==> src/rtl/sweep_pkg.sv <==
// Shared types and default widths for the sweep/peak-tracking sequencer.
package sweep_pkg;

  localparam int unsigned DW_DEF      = 12;
  localparam int unsigned POS_W_DEF   = 8;
  localparam int unsigned LSB_IGN_DEF = 2;
  // Width of the noise-masked sample used in the peak comparison.
  localparam int unsigned CMP_W       = DW_DEF - LSB_IGN_DEF;

  typedef enum logic [3:0] {
    StIdle,
    StMove,
    StSettle,
    StReq,
    StWait,
    StCmp,
    StReturn,
    StRsettle,
    StFin
  } state_e;

endpackage

==> src/rtl/sweep_timer.sv <==
// Loadable down-counter with zero flag; shared by the settle and ADC-timeout waits.
module sweep_timer #(
  parameter int unsigned W = 10
) (
  input  logic         CLK,
  input  logic         RST_N,
  input  logic         load_i,
  input  logic [W-1:0] load_val_i,
  input  logic         dec_i,
  output logic         zero_o
);

  logic [W-1:0] cnt_q;

  always_ff @(posedge CLK) begin
    if (!RST_N) begin
      cnt_q <= '0;
    end else if (load_i) begin
      cnt_q <= load_val_i;
    end else if (dec_i && (cnt_q != '0)) begin
      cnt_q <= cnt_q - W'(1);
    end
  end

  assign zero_o = (cnt_q == '0);

endmodule

==> src/rtl/sweep_peak_ctrl.sv <==
// Servo sweep sequencer: settles at each position, samples the ADC, tracks the
// masked maximum and its position, then parks the servo at the best position.
module sweep_peak_ctrl
  import sweep_pkg::*;
#(
  parameter int unsigned DW          = DW_DEF,
  parameter int unsigned POS_W       = POS_W_DEF,
  parameter int unsigned POS_MIN     = 0,
  parameter int unsigned POS_MAX     = 180,
  parameter int unsigned POS_STEP    = 10,
  parameter int unsigned SETTLE_CYC  = 1000,
  parameter int unsigned ADC_TIMEOUT = 255,
  parameter int unsigned LSB_IGN     = LSB_IGN_DEF
) (
  input  logic             CLK,
  input  logic             RST_N,
  input  logic             START,
  input  logic [DW-1:0]    ADC_DATA,
  input  logic             ADC_VALID,
  output logic             ADC_REQ,
  output logic [POS_W-1:0] SERVO_POS,
  output logic             GT,
  output logic [DW-1:0]    PV,
  output logic [DW-1:0]    MAX_V,
  output logic [POS_W-1:0] BEST_POS,
  output logic             BUSY,
  output logic             DONE,
  output logic             ERR
);

  localparam int unsigned TMax = (SETTLE_CYC > ADC_TIMEOUT) ? SETTLE_CYC : ADC_TIMEOUT;
  localparam int unsigned TW   = $clog2(TMax + 1);
  localparam int unsigned CmpW = DW - LSB_IGN;

  state_e           state_q;
  logic [POS_W-1:0] servo_q;
  logic [POS_W-1:0] best_q;
  logic [DW-1:0]    max_q;
  logic [DW-1:0]    pv_q;
  logic             adc_req_q;
  logic             gt_q;
  logic             busy_q;
  logic             done_q;
  logic             err_q;

  logic             tmr_load;
  logic [TW-1:0]    tmr_val;
  logic             tmr_dec;
  logic             tmr_zero;

  logic [POS_W:0]   next_pos;
  logic             last_step;
  logic [CmpW-1:0]  adc_m;
  logic [CmpW-1:0]  max_m;
  logic             adc_gt;

  // One extra bit so the step past POS_MAX can never wrap back into range.
  assign next_pos  = {1'b0, servo_q} + (POS_W + 1)'(POS_STEP);
  assign last_step = next_pos > (POS_W + 1)'(POS_MAX);

  assign adc_m  = ADC_DATA[DW-1:LSB_IGN];
  assign max_m  = max_q[DW-1:LSB_IGN];
  assign adc_gt = adc_m > max_m;

  always_comb begin
    tmr_load = 1'b0;
    tmr_val  = '0;
    tmr_dec  = 1'b0;
    case (state_q)
      StMove, StReturn: begin
        tmr_load = 1'b1;
        tmr_val  = TW'(SETTLE_CYC - 1);
      end
      StReq: begin
        tmr_load = 1'b1;
        tmr_val  = TW'(ADC_TIMEOUT - 1);
      end
      StSettle, StRsettle, StWait: tmr_dec = 1'b1;
      default: ;
    endcase
  end

  sweep_timer #(
    .W (TW)
  ) u_timer (
    .CLK        (CLK),
    .RST_N      (RST_N),
    .load_i     (tmr_load),
    .load_val_i (tmr_val),
    .dec_i      (tmr_dec),
    .zero_o     (tmr_zero)
  );

  always_ff @(posedge CLK) begin
    if (!RST_N) begin
      state_q   <= StIdle;
      servo_q   <= POS_W'(POS_MIN);
      best_q    <= POS_W'(POS_MIN);
      max_q     <= '0;
      pv_q      <= '0;
      adc_req_q <= 1'b0;
      gt_q      <= 1'b0;
      busy_q    <= 1'b0;
      done_q    <= 1'b0;
      err_q     <= 1'b0;
    end else begin
      adc_req_q <= 1'b0;
      gt_q      <= 1'b0;
      done_q    <= 1'b0;
      case (state_q)
        StIdle: begin
          if (START) begin
            servo_q <= POS_W'(POS_MIN);
            best_q  <= POS_W'(POS_MIN);
            max_q   <= '0;
            err_q   <= 1'b0;
            busy_q  <= 1'b1;
            state_q <= StMove;
          end
        end
        StMove: state_q <= StSettle;
        StSettle: begin
          if (tmr_zero) begin
            adc_req_q <= 1'b1;
            state_q   <= StReq;
          end
        end
        StReq: state_q <= StWait;
        StWait: begin
          // The compare result is registered here so GT lines up with CMP.
          if (ADC_VALID) begin
            gt_q    <= adc_gt;
            if (adc_gt) pv_q <= ADC_DATA;
            state_q <= StCmp;
          end else if (tmr_zero) begin
            err_q <= 1'b1;
            if (last_step) begin
              state_q <= StReturn;
            end else begin
              servo_q <= next_pos[POS_W-1:0];
              state_q <= StMove;
            end
          end
        end
        StCmp: begin
          if (gt_q) begin
            max_q  <= pv_q;
            best_q <= servo_q;
          end
          if (last_step) begin
            state_q <= StReturn;
          end else begin
            servo_q <= next_pos[POS_W-1:0];
            state_q <= StMove;
          end
        end
        StReturn: begin
          servo_q <= best_q;
          state_q <= StRsettle;
        end
        StRsettle: begin
          if (tmr_zero) begin
            done_q  <= 1'b1;
            busy_q  <= 1'b0;
            state_q <= StFin;
          end
        end
        StFin: state_q <= StIdle;
        default: state_q <= StIdle;
      endcase
    end
  end

  assign ADC_REQ   = adc_req_q;
  assign SERVO_POS = servo_q;
  assign GT        = gt_q;
  assign PV        = pv_q;
  assign MAX_V     = max_q;
  assign BEST_POS  = best_q;
  assign BUSY      = busy_q;
  assign DONE      = done_q;
  assign ERR       = err_q;

endmodule

==> config.mk <==
export PLATFORM = sky130hd
export DESIGN_NAME = sweep_peak_ctrl
export DESIGN_NICKNAME = d
export VERILOG_FILES = /design/src/rtl/sweep_pkg.sv /design/src/rtl/sweep_timer.sv /design/src/rtl/sweep_peak_ctrl.sv
export SDC_FILE = /design/constraint.sdc
export NUM_CORES = 1
export LEC_CHECK = 0
export BUFFER_PORTS_ARGS = -buffer_cell sky130_fd_sc_hd__buf_2
export CORE_ASPECT_RATIO = 1.1
export CORE_UTILIZATION = 30
export DETAILED_ROUTE_END_ITERATION = 12
export PLACE_DENSITY_LB_ADDON = 0.12
export SLEW_MARGIN = 30
export SYNTH_ARGS = -nofsm -noshare
export SYNTH_HDL_FRONTEND = slang
export SYNTH_SLANG_ARGS = --single-unit
==> constraint.sdc <==
create_clock -name CLK -period 2.7 [get_ports CLK]
set_input_delay 0.27 -clock CLK [delete_from_list [all_inputs] [get_ports CLK]]
set_output_delay 0.27 -clock CLK [all_outputs]
set_load 0.01 [all_outputs]
==> impl_results.md <==
* Die width at 99.1 µm
* Pwr dens at 849 mW/mm²
* Sink Count at 59
* Routed Antenna Nets at 0
* CTS tree: built
* Grt total ovfl at 0
* Slew Viols, Final at 0
* First-pass GRT wire length at 14,700 µm
* Sequential share of the synthesized area at 38.0%
* Worst-margin pin slew at 0.732 ns
* Vias in the first global route at 2,921
* Area Overhead vs Synth at 21.0%
* Post-layout minimum cycle time at 2.24 ns
* Max Freq at 446 MHz
* Setup bufs post-CTS at 0
* Mean area per synthesized cell at 7.62 µm²
* H-tree depth at 3
* Critical Path Source Type: flip-flop
* DRT iter0 DRCs at 173
* EDFF count, synth at 0
* Async SR Flop Fraction at 0%
* Syn Inst Count at 408
* Nets at 492
* Flops & latches, synth at 59
* Clock buffer depth at 2
* DR vias/cell at 5.31
* Total GRT Usage at 17.6%
* Post-CTS sizing at 0
* Arrival time at the worst endpoint at 2.49 ns
* N_diodes at 0
* I/O Pins at 61
* Worst IR Drop VDD at 0.000270 V
* Clk Latency, worst-skew pair at 0.34 ns
* Tcrit/Tclk final at 83.0%
* Dpl cells at 573
* Hpwl dp at 6260 µm
* Inserted Clock Buffers at 9
* Outcome: finished, final reports clean
* Clock skew at 0.0110 ns
* Mapped Area at 0.00311 mm²
* Setup TNS at 0 ns
* Via count of the routed design at 3,120
* Hold WC Path Type: in2reg
* Yosys warnings at 0
* Fin cells at 588
* CTS clk-pin slew, worst paths at 0.07 ns
* Final setup vio count at 0
* Design Area, Final at 0.00376 mm²
* Largest net degree at the start of global routing at 38
* Initial antenna violation count at 0
* Critical Path RT at 2.95 ns
* Post-Syn Nets at 436
* Detailed Routing Iterations Pass 1 at 4
* Final WL at 9120 µm
* Wire length per cell at 15.5 µm
* Post-DP Area at 0.00355 mm²
* Port bufs at 60
* DRC viols at 0
* Final hold vios at 0
* # rows at 38
* Worst Path Max Fanout at 7
* Layout cells sized above 1 at 20.5%
* Overall Power at 3190 µW
* Maxcap violations at 0
* Initial Util at 31.1%
* Hold buffer count at CTS at 0
* Root buf cell: clkbuf_8
* Slack of the critical path at 0.459 ns
* Core Area at 0.00998 mm²
* Pre-CTS setup slack at 0.470 ns
* RSZ-0062 raised after global routing: no
* Synth unique cells at 54
* GPL Wtd Cong at 0.824
* Crit end category: flip-flop
* Die Height at 109 µm
* Critical Setup Path Class: reg2reg
* Max-slew headroom at 51.1%
* Die area at 0.0108 mm²
* Ys flop type: dfxtp_1
* P_leak at 0.00153 µW
cells in the mapped netlist (2+ instances only):
master	instances	share of area, %
buf_1	2	0.24
nor3_1	14	2.3
a21o_1	4	0.97
xor2_1	5	1.4
nor4_1	3	0.60
o21ai_1	2	0.32
nand3_1	47	7.6
a22o_1	2	0.56
nand2_1	61	7.4
a211o_1	3	0.85
nand4_1	4	0.80
a211oi_1	3	0.72
xnor2_1	4	1.1
o31ai_1	2	0.48
nand2b_1	8	1.6
inv_1	18	2.2
dfxtp_1	59	38
nor2_1	23	2.8
a22oi_1	2	0.48
a21oi_1	44	7.1
a311oi_1	4	1.1
o21ai_0	23	3.7
nor2b_1	3	0.60
ha_1	12	4.8
clkbuf_1	24	2.9
mux2i_1	4	1.3
cell type report:
cell class,instances,area [µm²]
inverters,19,71.3
fillers,1076,6220
multi-input cells,303,1750
clock inverters,5,77.6
repair buffers,72,390
clock buffers,10,138
flip-flops and latches,59,1180
well taps,120,150
where the power goes:
| part | switching [µW] | internal, µW | total (µW) |
|---|---|---|---|
| logic | 680 | 443 | 1120 |
| clock network | 371 | 536 | 908 |
| registers | 182 | 980 | 1160 |
logic make-up (layout without fill, tap and decap cells):
| group | count (synthesis) | count (layout) | synth area share (%) |
|---|---|---|---|
| flops | 59 | 59 | 38.0 |
| compound gates | 104 | 104 | 20.7 |
| simple gates | 174 | 174 | 27.0 |
| fa+ha+maj | 12 | 12 | 4.83 |
| mux | 4 | 4 | 1.29 |
| buf+inv | 46 | 106 | 5.59 |
| xor+xnor | 9 | 9 | 2.54 |
per-layer routing:
layer  GRT usage (%)  vias to the layer above  share of wire, %  wire [µm]
met3            4.23                       12               5.1        461
met4            6.62                        0               1.5        138
li1                -                     1566                 -          -
met2            28.1                       92                47       4250
met1            23.2                     1450                47       4270
met5               0                        -                 0          0
registers in the layout, summed over array words and instances (netlist names):
name           flops
SERVO_POS          8
ADC_REQ            1
state_q            4
u_timer.cnt_q     10
GT                 1
MAX_V             12
DONE               1
BEST_POS           8
PV                12
BUSY               1
ERR                1
critical path, stage by stage (launching register included):
cell      delay, ns
dfxtp_1        0.36
or4_4          0.59
nor4b_4        0.34
buf_4          0.21
a21oi_1        0.05
o21ai_1        0.25
o21ai_0        0.12
a211oi_1       0.23
worst paths after layout:
kind | to | slack [ns] | start | cells after the start
worst max-delay path | u_timer.cnt_q[8] | 0.46 | u_timer.cnt_q[3] | 7
worst min-delay path | PV[0] | 0.17 | ADC_DATA[0] | 3
worst max register to register | u_timer.cnt_q[8] | 0.46 | u_timer.cnt_q[3] | 7
worst min register to register | MAX_V[1] | 0.45 | MAX_V[1] | 2
cells in the final DEF (no fill, tap or decap), types with 2 or more instances in the layout:
cell        n
a211o_1     3
a211oi_1    3
a21o_1      4
a21oi_1    44
a22o_1      2
a22oi_1     2
a311oi_1    4
buf_2      60
buf_4      12
bufinv_16   2
clkbuf_8   10
clkinv_2    2
dfxtp_1    59
ha_1       12
inv_1      18
mux2i_1     4
nand2_1    61
nand2b_1    8
nand3_1    47
nand4_1     4
nor2_1     23
nor2b_1     3
nor3_1     14
nor4_1      3
o21ai_0    23
o21ai_1     2
o31ai_1     2
xnor2_1     4
xor2_1      5
through the flow:
stage                     hold WS [ns]  utilization [%]
final                            0.165             37.7
after global routing             0.153             37.7
after global placement           0.444             35.5
after detailed placement         0.448             35.5
after floorplan                  0.410                -
after CTS                        0.146             37.7
Power figures use the tool's default switching activity.
